[src/rtl/flappy_pkg.sv]
// Shared types and constants for the flappy physics engine and draw controller.
package flappy_pkg;

   typedef enum logic [2:0] {
      S_IDLE,
      S_WALLS,
      S_BIRD,
      S_CHECK,
      S_DONE
   } state_t;

   localparam int GAP_Y_MIN = 8;

   localparam logic [7:0] LFSR_SEED = 8'hA5;
   // Fibonacci taps 8,6,5,4 expressed as a bit mask over q[7:0]
   localparam logic [7:0] LFSR_TAPS = 8'b1011_1000;

   localparam logic [2:0] COL_BIRD = 3'b010;
   localparam logic [2:0] COL_WALL = 3'b100;
   localparam logic [2:0] COL_BG   = 3'b111;

endpackage

[src/rtl/flappy_lfsr.sv]
// 8-bit Fibonacci LFSR feeding random gap heights on wall respawn.
module flappy_lfsr
   import flappy_pkg::*;
(
   input  logic       clk,
   input  logic       resetn,
   input  logic       i_load,
   input  logic       i_adv,
   output logic [7:0] o_q
);

   logic [7:0] r_q;
   logic       w_fb;

   assign w_fb = ^(r_q & LFSR_TAPS);
   assign o_q  = r_q;

   always_ff @(posedge clk or negedge resetn) begin
      if (!resetn) begin
         r_q <= LFSR_SEED;
      end else if (i_load) begin
         r_q <= LFSR_SEED;
      end else if (i_adv) begin
         r_q <= {r_q[6:0], w_fb};
      end
   end

endmodule

[src/rtl/flappy_physics.sv]
// Per-frame physics for the flappy game: walls, bird, collisions, score.
// Optional FLAPPY_LFSR_GAP_EN randomises gap height on each wall respawn.
module flappy_physics
   import flappy_pkg::*;
#(
   parameter int COORD_W      = 8,
   parameter int SCORE_W      = 8,
   parameter int NUM_WALLS    = 2,
   parameter int BIRD_X       = 20,
   parameter int BIRD_W       = 4,
   parameter int BIRD_H       = 4,
   parameter int BIRD_Y_START = 60,
   parameter int JUMP_VY      = 10,
   parameter int GRAVITY      = 4,
   parameter int MAX_FALL     = 12,
   parameter int WALL_X_START = 100,
   parameter int WALL_SPACING = 80,
   parameter int WALL_SPEED   = 4,
   parameter int WALL_WIDTH   = 10,
   parameter int WALL_RESPAWN = 159,
   parameter int SCREEN_H     = 120,
   parameter int GAP_H        = 30,
   parameter int GAP_Y_FIXED  = 40
) (
   input  logic                           clk,
   input  logic                           resetn,
   input  logic                           frame_tick,
   input  logic                           jump,
   input  logic                           restart,
   output logic                           busy,
   output logic                           done,
   output logic                           game_over,
   output logic [COORD_W-1:0]             bird_y,
   output logic [NUM_WALLS*COORD_W-1:0]   wall_x,
   output logic [NUM_WALLS*COORD_W-1:0]   gap_y,
   output logic [SCORE_W-1:0]             score
);

   localparam int CW1   = COORD_W + 1;
   localparam int IDX_W = (NUM_WALLS > 1) ? $clog2(NUM_WALLS) : 1;
   localparam int OLD_TH_I = BIRD_X - WALL_WIDTH;
   localparam int OV_LO_I  = BIRD_X - WALL_WIDTH + 1;

   localparam logic [IDX_W-1:0]      K_LAST  = IDX_W'(NUM_WALLS - 1);
   localparam logic [COORD_W-1:0]    K_Y0    = COORD_W'(BIRD_Y_START);
   localparam logic [COORD_W-1:0]    K_RESP  = COORD_W'(WALL_RESPAWN);
   localparam logic [COORD_W-1:0]    K_JUMP  = COORD_W'(JUMP_VY);
   localparam logic [COORD_W-1:0]    K_GAPF  = COORD_W'(GAP_Y_FIXED);
   localparam logic [CW1-1:0]        K_SPEED = CW1'(WALL_SPEED);
   localparam logic [CW1-1:0]        K_WW    = CW1'(WALL_WIDTH);
   localparam logic [CW1-1:0]        K_BX    = CW1'(BIRD_X);
   localparam logic [CW1-1:0]        K_BH    = CW1'(BIRD_H);
   localparam logic [CW1-1:0]        K_SH    = CW1'(SCREEN_H);
   localparam logic [CW1-1:0]        K_GH    = CW1'(GAP_H);
   localparam logic [CW1-1:0]        K_NGRAV = CW1'(-GRAVITY);
   localparam logic signed [CW1-1:0] K_NMAX  = CW1'(-MAX_FALL);
   localparam logic [CW1-1:0]        K_OV_HI = CW1'(BIRD_X + BIRD_W);
   localparam logic [CW1-1:0]        K_OV_LO =
      (OV_LO_I > 0) ? CW1'(OV_LO_I) : '0;
   localparam logic [CW1-1:0]        K_OLD_TH =
      (OLD_TH_I > 0) ? CW1'(OLD_TH_I) : '0;

   function automatic logic [COORD_W-1:0] wall_start(input int k);
      return COORD_W'(WALL_X_START + k * WALL_SPACING);
   endfunction

   state_t                      r_state;
   state_t                      w_state_nxt;
   logic [IDX_W-1:0]            r_idx;
   logic [COORD_W-1:0]          r_bird_y;
   logic signed [COORD_W-1:0]   r_vy;
   logic [COORD_W-1:0]          r_wall_x [NUM_WALLS];
   logic [COORD_W-1:0]          r_gap_y  [NUM_WALLS];
   logic [SCORE_W-1:0]          r_score;
   logic                        r_game_over;
   logic                        r_jump;

   logic [COORD_W-1:0]          w_old_x;
   logic [CW1-1:0]              w_sub_a;
   logic [CW1-1:0]              w_sub_b;
   logic [CW1-1:0]              w_sub;
   logic [CW1-1:0]              w_add_a;
   logic [CW1-1:0]              w_add_b;
   logic [CW1-1:0]              w_add;
   logic                        w_reload;
   logic                        w_respawn;
   logic                        w_score_inc;
   logic [COORD_W-1:0]          w_gap_new;
   logic [COORD_W-1:0]          w_new_y;
   logic [COORD_W-1:0]          w_new_vy;
   logic                        w_floor_hit;
   logic                        w_wall_hit;

   assign w_reload = (r_state == S_IDLE) && restart;

`ifdef FLAPPY_LFSR_GAP_EN
   localparam int GAP_RANGE = SCREEN_H - GAP_H - 2 * GAP_Y_MIN;
   localparam logic [COORD_W-1:0] K_GAP_RST = COORD_W'(LFSR_SEED);

   logic [7:0] w_lfsr;

   flappy_lfsr u_lfsr (
      .clk    (clk),
      .resetn (resetn),
      .i_load (w_reload),
      .i_adv  ((r_state == S_WALLS) && w_respawn),
      .o_q    (w_lfsr)
   );

   assign w_gap_new = COORD_W'(GAP_Y_MIN + (int'(w_lfsr) % GAP_RANGE));
`else
   localparam logic [COORD_W-1:0] K_GAP_RST = K_GAPF;

   assign w_gap_new = K_GAPF;
`endif

   assign w_old_x = r_wall_x[r_idx];

   // One subtractor and one adder, operands steered by the current state
   always_comb begin
      w_sub_a = {1'b0, w_old_x};
      w_sub_b = K_SPEED;
      if (r_state == S_BIRD) begin
         w_sub_a = {1'b0, r_bird_y};
         w_sub_b = {r_vy[COORD_W-1], r_vy};
      end
      w_sub = w_sub_a - w_sub_b;

      w_add_a = {1'b0, w_sub[COORD_W-1:0]};
      w_add_b = K_WW;
      if (r_state == S_BIRD) begin
         w_add_a = {r_vy[COORD_W-1], r_vy};
         w_add_b = K_NGRAV;
      end else if (r_state == S_CHECK) begin
         w_add_a = {1'b0, r_bird_y};
         w_add_b = K_BH;
      end
      w_add = w_add_a + w_add_b;
   end

   assign w_respawn   = {1'b0, w_old_x} < K_SPEED;
   assign w_score_inc = !w_respawn
                     && ({1'b0, w_old_x} >= K_OLD_TH)
                     && (w_add < K_BX);

   assign w_new_y  = w_sub[COORD_W] ? '0 : w_sub[COORD_W-1:0];
   assign w_new_vy = r_jump ? K_JUMP
                   : ($signed(w_add) < K_NMAX) ? K_NMAX[COORD_W-1:0]
                   : w_add[COORD_W-1:0];

   assign w_floor_hit = w_add >= K_SH;

   always_comb begin
      w_wall_hit = 1'b0;
      for (int k = 0; k < NUM_WALLS; k++) begin
         if (({1'b0, r_wall_x[k]} < K_OV_HI)
             && ({1'b0, r_wall_x[k]} >= K_OV_LO)
             && (({1'b0, r_bird_y} < {1'b0, r_gap_y[k]})
                 || (w_add > ({1'b0, r_gap_y[k]} + K_GH)))) begin
            w_wall_hit = 1'b1;
         end
      end
   end

   always_comb begin
      w_state_nxt = r_state;
      busy        = 1'b1;
      done        = 1'b0;
      unique case (r_state)
         S_IDLE: begin
            busy = 1'b0;
            if (!restart && frame_tick && !r_game_over) begin
               w_state_nxt = S_WALLS;
            end
         end
         S_WALLS: begin
            if (r_idx == K_LAST) begin
               w_state_nxt = S_BIRD;
            end
         end
         S_BIRD:  w_state_nxt = S_CHECK;
         S_CHECK: w_state_nxt = S_DONE;
         S_DONE: begin
            done        = 1'b1;
            w_state_nxt = S_IDLE;
         end
         default: begin
            busy        = 1'b0;
            w_state_nxt = S_IDLE;
         end
      endcase
   end

   always_ff @(posedge clk or negedge resetn) begin
      if (!resetn) begin
         r_state     <= S_IDLE;
         r_idx       <= '0;
         r_bird_y    <= K_Y0;
         r_vy        <= '0;
         r_score     <= '0;
         r_game_over <= 1'b0;
         r_jump      <= 1'b0;
         for (int k = 0; k < NUM_WALLS; k++) begin
            r_wall_x[k] <= wall_start(k);
            r_gap_y[k]  <= K_GAP_RST;
         end
      end else begin
         r_state <= w_state_nxt;
         // a jump landing on the clearing cycle survives into the next frame
         r_jump  <= jump | (r_jump & (r_state != S_BIRD));

         if (r_state == S_IDLE) begin
            r_idx <= '0;
         end

         if (w_reload) begin
            r_bird_y    <= K_Y0;
            r_vy        <= '0;
            r_score     <= '0;
            r_game_over <= 1'b0;
            r_jump      <= 1'b0;
            for (int k = 0; k < NUM_WALLS; k++) begin
               r_wall_x[k] <= wall_start(k);
               r_gap_y[k]  <= K_GAP_RST;
            end
         end

         if (r_state == S_WALLS) begin
            r_idx           <= r_idx + IDX_W'(1);
            r_wall_x[r_idx] <= w_respawn ? K_RESP : w_sub[COORD_W-1:0];
            if (w_respawn) begin
               r_gap_y[r_idx] <= w_gap_new;
            end
            if (w_score_inc && (r_score != '1)) begin
               r_score <= r_score + SCORE_W'(1);
            end
         end

         if (r_state == S_BIRD) begin
            r_bird_y <= w_new_y;
            r_vy     <= w_new_vy;
         end

         if ((r_state == S_CHECK) && (w_floor_hit || w_wall_hit)) begin
            r_game_over <= 1'b1;
         end
      end
   end

   for (genvar k = 0; k < NUM_WALLS; k++) begin : g_pack
      assign wall_x[k*COORD_W +: COORD_W] = r_wall_x[k];
      assign gap_y[k*COORD_W +: COORD_W]  = r_gap_y[k];
   end

   assign bird_y    = r_bird_y;
   assign score     = r_score;
   assign game_over = r_game_over;

endmodule
[config.mk]
export PLATFORM = sky130hd
export DESIGN_NAME = flappy_physics
export DESIGN_NICKNAME = d
export VERILOG_FILES = /design/src/rtl/flappy_pkg.sv /design/src/rtl/flappy_lfsr.sv /design/src/rtl/flappy_physics.sv
export SDC_FILE = /design/constraint.sdc
export NUM_CORES = 1
export LEC_CHECK = 0
export BUFFER_PORTS_ARGS = -buffer_cell sky130_fd_sc_hd__buf_2
export CORE_MARGIN = 4
export CORE_UTILIZATION = 40
export CTS_CLUSTER_SIZE = 24
export DETAILED_ROUTE_END_ITERATION = 10
export GPL_ROUTABILITY_DRIVEN = 1
export GPL_TIMING_DRIVEN = 0
export PLACE_DENSITY_LB_ADDON = 0.15
export SYNTH_ARGS = -nofsm -noshare
export SYNTH_HDL_FRONTEND = slang
export SYNTH_SLANG_ARGS = --single-unit
export TNS_END_PERCENT = 10
[constraint.sdc]
create_clock -name clk -period 18.55 [get_ports clk]
set_input_delay 1.855 -clock clk [delete_from_list [all_inputs] [get_ports clk]]
set_output_delay 1.855 -clock clk [all_outputs]
set_load 0.01 [all_outputs]
# Yosys cells after proc, flatten, opt, wreduce, memory -nomap -nowiden
# Index checks and enable logic that the tools add are counted.
[totals] regBits=62 inputBits=5 out_inout_bits=51 elab_cells=110
[op_classes] n_addsub=6 n_lt_le_gt_ge=15 eq_ne=8 muxes=40 bitwise_logic=6 n_reduce_logical=24
[ops] cell="8-bit two-way mux" n=17
[ops] cell="16-bit two-way mux" n=5
[ops] cell="9-bit two-way mux" n=3
[ops] cell="8-bit by 4-bit greater-or-equal comparator with 1-bit output (second input constant)" n=3
[ops] cell="8-bit by 5-bit adder with 9-bit output (second input constant)" n=2
[ops] cell="9-bit greater-than comparator" n=2
[ops] cell="9-bit by 5-bit < comparator with 1-bit output (second input constant)" n=2
[ops] cell="16-bit bitwise mux" n=1
[ops] cell="8-bit by 5-bit < comparator with 1-bit output (second input constant)" n=2
[ops] cell="8-bit < comparator" n=2
[ops] cell="12-bit bitwise AND" n=1
[ops] cell="1-bit logical AND" n=12
[ops] cell="12-bit inverter" n=1
[ops] cell="3-bit one-hot mux with 4 select lines" n=1
[ops] cell="9-bit adder" n=1
[ops] cell="9-bit by 7-bit greater-or-equal comparator with 1-bit output (second input constant)" n=1
[ops] cell="1-bit two-way mux" n=9
[ops] cell="9-bit subtractor" n=1
[ops] cell="8-bit by 1-bit adder with 8-bit output (second input constant)" n=1
[ops] cell="8-bit demux with 1-bit select" n=1
[ops] cell="8-bit by 3-bit < comparator with 1-bit output (second input constant)" n=1
[ops] cell="8-bit inequality test (second input constant)" n=1
[ops] cell="3-bit by 2-bit == test with 1-bit output (second input constant)" n=2
[ops] cell="3-bit two-way mux" n=2
[ops] cell="other kinds (19)" n=25

# Longest topological paths before layout
# Gate-level depths: netlist of the first run.
[logic_depth] word_depth=17 depth_mapped=31 ltp_nobuf=28

# Least setup slack after synthesis of the first run
# OpenSTA, ideal clock, no wires.
[synth_timing] path_type="flip-flop to flip-flop" from="register r_state[2]" to="register r_game_over, in the netlist game_over" setup_time_ns=0.124 arrival_ns=5.682 required_ns=18.426 slack_ns=12.744 stages_incl_launch_ff=29 n_path_buf=4 period_less_slack_ns=5.806 cell_sequence="dfrtp_1 buf_6 and2b_4 inv_4 nor2_2 buf_1 clkbuf_1 a21oi_1 ha_1 fa_1 xor2_1 a21oi_1 ha_1 a21o_1 a21oi_1 a21oi_1 nor2_1 nor3_1 a21boi_1 clkbuf_1 inv_2 ha_1 nand4_1 nor2_1 and3b_1 mux2i_1 o2111a_1 a22o_1 a211o_1"
[synth_between] elab_chain_len=14 elab_cells_between_ends=25 cone_classes="add/sub: 2; order compare: 3; eq/ne: 2; mux: 9; reduce/logical: 9"
[synth_rtl] item="start, declared" line_no="flappy_physics.sv:67" source="state_t r_state;"
[synth_rtl] item="start signal, assigned" line_no="flappy_physics.sv:208" source="r_state <= w_state_nxt;"
[synth_rtl] item="3-bit by 2-bit == test with 1-bit output" line_no="flappy_physics.sv:123, flappy_physics.sv:131"
[synth_rtl] item="8-bit two-way mux / 9-bit two-way mux (equally long branches)" line_no="flappy_physics.sv:123" source="if (r_state == S_BIRD) begin"
[synth_rtl] item="9-bit subtractor" line_no="flappy_physics.sv:127" source="w_sub = w_sub_a - w_sub_b;"
[synth_rtl] item="8-bit two-way mux" line_no="flappy_physics.sv:134" source="end else if (r_state == S_CHECK) begin"
[synth_rtl] item="9-bit two-way mux" line_no="flappy_physics.sv:131" source="if (r_state == S_BIRD) begin"
[synth_rtl] item="9-bit adder" line_no="flappy_physics.sv:138" source="w_add = w_add_a + w_add_b;"
[synth_rtl] item="9-bit greater-than comparator" line_no="flappy_physics.sv:159" source="|| (w_add > ({1'b0, r_gap_y[k]} + K_GH)))) begin"
[synth_rtl] item="1-bit logical OR" line_no="flappy_physics.sv:159"
[synth_rtl] item="1-bit logical AND" line_no="flappy_physics.sv:158" source="&& (({1'b0, r_bird_y} < {1'b0, r_gap_y[k]})"
[synth_rtl] item="1-bit two-way mux (2 in a row)" line_no="flappy_physics.sv:156" source="if (({1'b0, r_wall_x[k]} < K_OV_HI)"
[synth_rtl] item="1-bit logical OR" line_no="flappy_physics.sv:244" source="if ((r_state == S_CHECK) && (w_floor_hit || w_wall_hit)) begin"
[synth_rtl] item="1-bit logical AND" line_no="flappy_physics.sv:244"
[synth_rtl] item="1-bit two-way mux / 2-bit nonzero test (equally long branches)"
[synth_rtl] item="end signal, assigned" line_no="flappy_physics.sv:201" source="r_game_over <= 1'b0;"
[synth_rtl] item="end signal, assigned" line_no="flappy_physics.sv:220" source="r_game_over <= 1'b0;"
[synth_rtl] item="end signal, assigned" line_no="flappy_physics.sv:245" source="r_game_over <= 1'b1;"
[synth_rtl] item="end, declared" line_no="flappy_physics.sv:75" source="logic r_game_over;"
# Several ways; a longest one is shown, not always the timed one.
# A chain may end at the register's enable or synchronous reset.

# Worst setup path in the final report of the first run
# Same ends and word-level chain as after synthesis.

==> results.sh, run 1 <==
export IMPL_cp_end_kind="flop"
export IMPL_track_usage=0.218
export IMPL_fp_row_count=39
export IMPL_grt_max_degree=63
export IMPL_r2r_setup_slack_ns=11.31
export IMPL_ioPinCount=56
export IMPL_synth_area_mm2=0.00480
export IMPL_die_width_um=118
export IMPL_max_freq_ghz=0.138
export IMPL_wire_per_inst_um=19.0
export IMPL_start_kind="flop"
export IMPL_post_cts_buffers=0
export IMPL_cts_hold_fix_buffers=0
export IMPL_drt_iter0_markers=214
export IMPL_first_global_vias=4364
export IMPL_synth_distinct_cells=69
export IMPL_clk_latency_ns=0.35
export IMPL_n_antenna_cell=0
export IMPL_hp_start="score[6]"
export IMPL_synth_top_cell_area_share=0.245
export IMPL_drt_pass1_iter_count=5
export IMPL_area_delta_synth_final_pct=16.0
export IMPL_cp_common_cell="ha_1"
export IMPL_critPathArrivalTime_ns=7.47
export IMPL_r2r_start="r_state[2]"
export IMPL_tns_ns=0
export IMPL_max_cap_viol_count=0
export IMPL_die_height_um=118
export IMPL_slew_violations=0
export IMPL_seq_area_frac_synth=0.327
export IMPL_cp_slowest_stage_delay_ns=0.57
export IMPL_hpwl_mm=11.0
export IMPL_synthFlopType="dfrtp_1"
export IMPL_clock_sinks=62
export IMPL_cp_slowest_cell="a211oi_1"
export IMPL_reg2reg_depth=29
export IMPL_layout_min_cycle_time_ns=7.24
export IMPL_timing_hold_ws_ns=0.490
export IMPL_cts_resized=0
export IMPL_drc=0
export IMPL_die_area_mm2=0.0138
export IMPL_path_max_fanout=10
export IMPL_hold_viol=0
export IMPL_outcome="finished clean"
export IMPL_fin_nets=671
export IMPL_tightest_slew_ns=1.09
export IMPL_setup_viol=0
export IMPL_synth_seq_cells=62
export IMPL_hold_end="score[6]"
export IMPL_fin_skew_ns=0.0101
export IMPL_core_area_mm2=0.0116
export IMPL_syn_avg_cell_area_um2=8.68
export IMPL_place_gp_congestion=0.902
export IMPL_synthCells=553
export IMPL_hp_class="flop to flop"
export IMPL_slew_headroom=0.265
export IMPL_syn_nets=605
export IMPL_via_per_inst=5.79
export IMPL_antenna_found_initial=0
export IMPL_fill_cells=1161
export IMPL_timing_rr_end="game_over"
export IMPL_finish_utilization=0.481
export IMPL_h_tree_depth=3
export IMPL_tritoncts="done"
export IMPL_gr_total_overflow=0
export IMPL_synthTopCellsByArea="dfrtp_1 (24%), ha_1 (12%), dfstp_2 (8.2%), o21ai_0 (5.7%), mux2i_1 (4.2%)"
export IMPL_vias=4442
export IMPL_wl_mm=14.6
export IMPL_clock_root_buffer="clkbuf_16"
export IMPL_rsz0062_at_grt="false"
export IMPL_synth_edf_count=0
export IMPL_drive_gt1_frac=0.168
export IMPL_stdcell_count=767
export IMPL_port_buffers=55
export IMPL_cts_buffers=9
export IMPL_post_route_period_util=0.390
export IMPL_clkTransAtPathRegs_ns=0.06
export IMPL_clk_path_buf_depth=2
export IMPL_hold_depth=1
export IMPL_yosysWarnings=0
export IMPL_place_inst=751
export IMPL_grt_first_pass_wirelength_mm=23.7
export IMPL_path_class="flop to flop"
export IMPL_start_util=0.415
export IMPL_ant_nets=0
export IMPL_synth_top_area_cell="dfrtp_1"
export IMPL_ys_async_sr_fraction=1.00
export IMPL_worstPathRequired_ns=18.78
==> routing by layer <==
layer,vias to the layer above,part of all wire,track usage
li1,2142,-,-
met1,2171,0.45,0.277
met2,108,0.49,0.367
met3,21,0.041,0.0394
met4,0,0.023,0.0857
met5,-,0,0
==> worst max-delay path by stage <==
stage / startpoint / endpoint / slack (ns) / depth (start not counted)
after floorplan: r_state[2] / game_over / 12.74 / 28
after global placement: r_state[2] / game_over / 11.50 / 29
after detailed placement: r_state[2] / game_over / 11.40 / 29
after CTS: r_state[2] / game_over / 11.36 / 29
after global routing: r_state[2] / game_over / 10.75 / 30
final: r_state[2] / game_over / 11.31 / 29
==> final cells by class <==
cell class	count	area [um2]	area share
Buffer	21	86.3	0.0155
Clock buffer	11	253	0.0454
Clock inverter	5	57.6	0.0103
Inverter	32	123	0.0220
Multi-Input combinational cell	438	3020	0.543
Sequential cell	62	1570	0.282
Tap cell	143	179	0.0321
Timing Repair Buffer	55	278	0.0499
==> cells in the mapped netlist (all sizes together) (2+ instances only) <==
cell     count
nand3       18
nand3b       2
nor3        10
a2111oi      3
o211ai       6
a21boi       2
nor4         3
o2bb2ai      2
o31a         3
mux2         3
nor2b       11
nand2       48
dfstp       15
fa           2
inv         32
xnor2       18
a21o         4
dfrtp       47
nor4b        2
and3        13
or2          5
clkbuf      17
o21a         4
and2        17
xor2         5
o21ai       62
a211oi       6
a22o         5
o311a        2
nand4       15
buf          4
a31oi        3
nand2b       3
mux2i       20
o31ai        2
ha          45
o22ai        5
a21oi       29
o41ai        2
nor2        41
==> critical path, delay by kind of cell (launching register included) <==
family          cells  cell delay (ns)
compound gates      9             2.54
buf+inv             6             1.66
flops               1             0.37
fa+ha+maj           3             0.92
mux                 1             0.07
simple gates       10             1.56
==> flip-flops by register name, indices dropped and copies added, names as in the netlist <==
register and count:
gap_y 16, wall_x 16, r_state 3, game_over 1
score 8, r_vy 8, r_idx 1, r_jump 1
bird_y 8
==> kinds of logic (layout without fill, tap and decap cells) <==
logic type,after synthesis,after routing,share of synthesized area
mux,23,23,0.0487
simple gates,195,195,0.210
xor+xnor,23,23,0.0435
fa+ha+maj,47,47,0.126
flops,62,62,0.327
buf+inv,53,124,0.0435
compound gates,150,150,0.202
==> layout by cell type (no fill, tap or decap), types with 18 or more instances in the layout <==
| cell type | n |
|---|---|
| nand3_1 | 18 |
| nand2_1 | 48 |
| buf_2 | 54 |
| dfrtp_1 | 47 |
| ha_1 | 45 |
| mux2i_1 | 20 |
| o21ai_0 | 55 |
| inv_1 | 30 |
| nor2_1 | 40 |
| a21oi_1 | 29 |
==> per-stage QoR <==
stage / worst slack (ns) / instance area [um2]
2_1_floorplan: 12.74 / 4800
4_1_cts: 11.36 / 5570
5_1_grt: 10.75 / 5570
6_report: 11.31 / 5570
3_3_place_gp: 11.50 / 5260
3_5_place_dp: 11.40 / 5260
Power of run 1 is left out: the tool's default activity adds up to more than one toggle a clock period on the data nets, which glitch-free logic cannot reach.
==> inputs of run 2 (changes only) <==
Clock period 18.55 ns to 7.1 ns, I/O delays scaled along.
==> run 2 against run 1 <==
Die area stayed put. Cell count stayed put. Setup slack worse by 11 ns. Global-route usage stayed put. Non-clock buffer count stayed put. First-iteration DRC count is 3.7% higher. Wire length is 0.38% lower. Register-to-register slack worse by 11 ns. Critical endpoint unchanged. Largest cell class unchanged.
==> results.sh, run 2 (synthesis results as in run 1) <==
export IMPL_max_freq_ghz=0.153
export IMPL_port_buffers=55
export IMPL_worstPathRequired_ns=7.33
export IMPL_start_util=0.415
export IMPL_track_usage=0.218
export IMPL_place_inst=751
export IMPL_clkTransAtPathRegs_ns=0.05
export IMPL_post_route_period_util=0.920
export IMPL_gr_total_overflow=0
export IMPL_start_kind="flop"
export IMPL_setup_viol=0
export IMPL_area_delta_synth_final_pct=16.3
export IMPL_n_antenna_cell=0
export IMPL_r2r_start="r_state[2]"
export IMPL_clk_path_buf_depth=2
export IMPL_slew_headroom=0.268
export IMPL_clock_sinks=62
export IMPL_grt_max_degree=63
export IMPL_reg2reg_depth=26
export IMPL_die_area_mm2=0.0138
export IMPL_finish_utilization=0.483
export IMPL_cts_buffers=9
export IMPL_tightest_slew_ns=1.08
export IMPL_vias=4431
export IMPL_outcome="finished clean"
export IMPL_fin_skew_ns=0.0102
export IMPL_die_width_um=118
export IMPL_antenna_found_initial=0
export IMPL_fin_ws_ns=0.569
export IMPL_ioPinCount=56
export IMPL_cts_hold_fix_buffers=0
export IMPL_stdcell_count=767
export IMPL_path_class="flop to flop"
export IMPL_layout_min_cycle_time_ns=6.53
export IMPL_clk_latency_ns=0.35
export IMPL_fp_row_count=39
export IMPL_hpwl_mm=11.0
export IMPL_placed_area_mm2=0.00526
export IMPL_h_tree_depth=3
export IMPL_slew_violations=0
export IMPL_grt_first_pass_wirelength_mm=23.7
export IMPL_core_area_mm2=0.0116
export IMPL_fin_nets=671
export IMPL_clock_root_buffer="clkbuf_16"
export IMPL_drive_gt1_frac=0.178
export IMPL_cp_end_kind="flop"
export IMPL_layout_commonest_cell="o21ai_0"
export IMPL_wire_per_inst_um=18.9
export IMPL_hold_viol=0
export IMPL_via_per_inst=5.78
export IMPL_drc=0
export IMPL_die_height_um=118
export IMPL_path_max_fanout=10
export IMPL_hp_class="input pin to async pin"
export IMPL_tritoncts="done"
export IMPL_max_cap_viol_count=0
export IMPL_r2r_setup_slack_ns=0.57
export IMPL_first_global_vias=4364
export IMPL_fin_area_mm2=0.00558
export IMPL_drt_pass1_iter_count=4
export IMPL_drt_iter0_markers=222
export IMPL_wl_mm=14.5
export IMPL_place_gp_congestion=0.902
export IMPL_place_ws_ns=-0.0491
export IMPL_mostFrequentLayoutCells="o21ai_0 (55), buf_2 (54), nand2_1 (48)"
export IMPL_critPathArrivalTime_ns=6.76
export IMPL_timing_rr_end="game_over"
export IMPL_rsz0062_at_grt="false"
export IMPL_ant_nets=0
export IMPL_fill_cells=1158
-- run 2: through the flow --
step	TNS, ns	hold slack, ns
floorplan	0	0.414
global placement	0	0.479
detailed placement	-0.0491	0.485
CTS	0	0.492
global route	0	0.505
finish	0	0.455
-- run 2: critical path, cell delays in order, from the launching register on --
cell and delay (ns):
dfrtp_1 0.37, buf_6 0.13, and2b_4 0.30, inv_4 0.08, nor2_2 0.13, clkbuf_2 0.27
clkbuf_2 0.29, a21oi_1 0.13, ha_1 0.23, fa_1 0.40, xor2_1 0.37, a21oi_1 0.19
fa_1 0.48, a21oi_1 0.25, a21oi_1 0.10, o21ai_0 0.28, nand2_1 0.13, xnor2_1 0.72
ha_1 0.39, o21a_1 0.11, nor2_1 0.08, a21oi_1 0.08, a21boi_0 0.20, mux2_2 0.17
o21ai_1 0.07, a22o_1 0.18, a211o_1 0.26
-- run 2: how the worst max path moves through the flow --
stage | from | to | slack [ns] | depth (start not counted)
after floorplan | r_state[2] | game_over | 1.29 | 28
after global placement | r_state[2] | game_over | 0.05 | 29
after detailed placement | r_state[2] | game_over | -0.05 | 29
after CTS | r_state[2] | game_over | 0.11 | 28
after global routing | r_state[2] | game_over | 0.05 | 26
final | r_state[2] | game_over | 0.57 | 26
-- run 2: timing repair --
action,CTS,global route
endpoints found under the setup margin,1,1
gates cloned,0,0
buffers inserted,0,0
resized for setup,2,6
-- run 2: cell type report --
cell class	count	area, um2	area share
Clock inverter	5	57.6	0.0103
Multi-Input combinational cell	438	3030	0.543
Timing Repair Buffer	55	278	0.0498
Sequential cell	62	1570	0.281
Buffer	21	91.3	0.0164
Clock buffer	11	253	0.0453
Tap cell	143	179	0.0321
Inverter	32	123	0.0220
-- run 2: metal layers --
layer / vias to the layer above / part of all wire / GRT usage
li1: 2149 / - / -
met1: 2162 / 0.44 / 0.277
met2: 101 / 0.49 / 0.367
met3: 19 / 0.049 / 0.0394
met4: 0 / 0.022 / 0.0857
met5: - / 0 / 0
Power of run 2 is left out for the same reason.
==> inputs of run 3 (changes only) <==
Settings changed: CORE_ASPECT_RATIO set to 0.75, SETUP_SLACK_MARGIN set to 0.05.
==> run 3 against run 2 <==
Register-to-register slack hardly changed. Maximum frequency is essentially flat. Wire length down 1.9%. Cell count grew 2.6%. Critical path depth up 2.
==> results.sh, run 3 (synthesis results as in run 1) <==
export IMPL_port_buffers=55
export IMPL_ioPinCount=56
export IMPL_grt_first_pass_wirelength_mm=23.1
export IMPL_cp_slowest_cell="a21boi_1"
export IMPL_worstPathRequired_ns=7.31
export IMPL_drive_gt1_frac=0.181
export IMPL_tritoncts="done"
export IMPL_drt_pass1_iter_count=4
export IMPL_track_usage=0.213
export IMPL_antenna_found_initial=0
export IMPL_cts_hold_fix_buffers=0
export IMPL_tightest_slew_ns=0.831
export IMPL_finish_utilization=0.484
export IMPL_tns_ns=0
export IMPL_layout_min_cycle_time_ns=6.53
export IMPL_n_antenna_cell=0
export IMPL_post_route_period_util=0.920
export IMPL_first_global_vias=4244
export IMPL_fin_area_mm2=0.00565
export IMPL_h_tree_depth=3
export IMPL_wire_per_inst_um=18.1
export IMPL_clock_sinks=62
export IMPL_clk_path_buf_depth=2
export IMPL_critPathArrivalTime_ns=6.75
export IMPL_slew_violations=0
export IMPL_path_class="flop to flop"
export IMPL_setup_viol=0
export IMPL_die_height_um=103
export IMPL_clkTransAtPathRegs_ns=0.06
export IMPL_place_gp_congestion=0.922
export IMPL_path_max_fanout=10
export IMPL_via_per_inst=5.68
export IMPL_core_area_mm2=0.0117
export IMPL_area_delta_synth_final_pct=17.6
export IMPL_start_kind="flop"
export IMPL_outcome="finished clean"
export IMPL_cp_end_kind="flop"
export IMPL_ant_nets=0
export IMPL_fp_row_count=34
export IMPL_fin_nets=672
export IMPL_start_util=0.412
export IMPL_max_freq_ghz=0.153
export IMPL_mostFrequentLayoutCells="o21ai_0 (55), buf_2 (54), nand2_1 (48)"
export IMPL_drc=0
export IMPL_timing_hold_ws_ns=0.462
export IMPL_rsz0062_at_grt="false"
export IMPL_clock_root_buffer="clkbuf_16"
export IMPL_drt_iter0_markers=294
export IMPL_hold_viol=0
export IMPL_grt_max_degree=63
export IMPL_clk_latency_ns=0.34
export IMPL_placed_area_mm2=0.00528
export IMPL_hp_class="input pin to async pin"
export IMPL_wl_mm=14.3
export IMPL_cp_slowest_stage_delay_ns=0.43
export IMPL_fin_skew_ns=0.00784
export IMPL_slew_headroom=0.446
export IMPL_die_width_um=135
export IMPL_layout_commonest_cell="o21ai_0"
export IMPL_reg2reg_depth=28
export IMPL_max_cap_viol_count=0
export IMPL_cts_buffers=9
export IMPL_die_area_mm2=0.0138
export IMPL_vias=4467
export IMPL_hpwl_mm=11.0
export IMPL_gr_total_overflow=0
[run 3: cell count changes in the layout (fill, tap and decap cells not counted), sizes merged]
cell      before  now
clkinvlp       0    2
buf           58   57
clkinv         4    2
bufinv         1    3
[run 3: worst max-delay path, delay by kind of cell, from the launching register on]
kind                     cells  cell delay [ns]
AND/OR/NAND/NOR              7             1.18
XOR/XNOR                     1             0.19
buffers and inverters        6             1.21
adder cells (fa/ha/maj)      4             1.23
flip-flops                   1             0.37
AO/OA/AOI/OAI                9             2.11
multiplexers                 1             0.08
[run 3: routing by layer]
layer  track usage  up-vias  wire [um]
li1              -     2151          -
met1         0.320     2167       7110
met2         0.315      136       6050
met3        0.0415       13        901
met4        0.0532        0        188
met5             0        -          0
[run 3: repair_timing]
item	4_1_cts	5_1_grt
setup endpoints to repair	1	1
hold endpoints to repair	0	0
buffers inserted	0	0
resized for setup	1	9
[run 3: cell type report]
type	instances	area, um2
tap	162	203
sequential	62	1570
inverter	32	123
clock buffer	9	225
timing repair buffer	56	283
multi-input combinational	438	3030
fill	1158	6010
buffer	21	93.8
clock inverter	7	123
[run 3: through the flow]
step	worst slack (ns)	std cells
after floorplan	1.29	553
after global placement	0.0850	770
after detailed placement	0.0195	770
after CTS	0.116	786
after global routing	0.0765	787
final	0.565	787
[run 3: worst paths after layout]
| check | from | endpoint | slack [ns] |
|---|---|---|---|
| max | r_state[2] | game_over | 0.57 |
| min | resetn | gap_y[10] | 0.46 |
| max reg2reg | r_state[2] | game_over | 0.57 |
| min reg2reg | score[6] | score[6] | 0.50 |
| max in group asynchronous | resetn | wall_x[14] | 6.08 |
| min in group clk | score[6] | score[6] | 0.50 |
Power of run 3 is left out for the same reason.
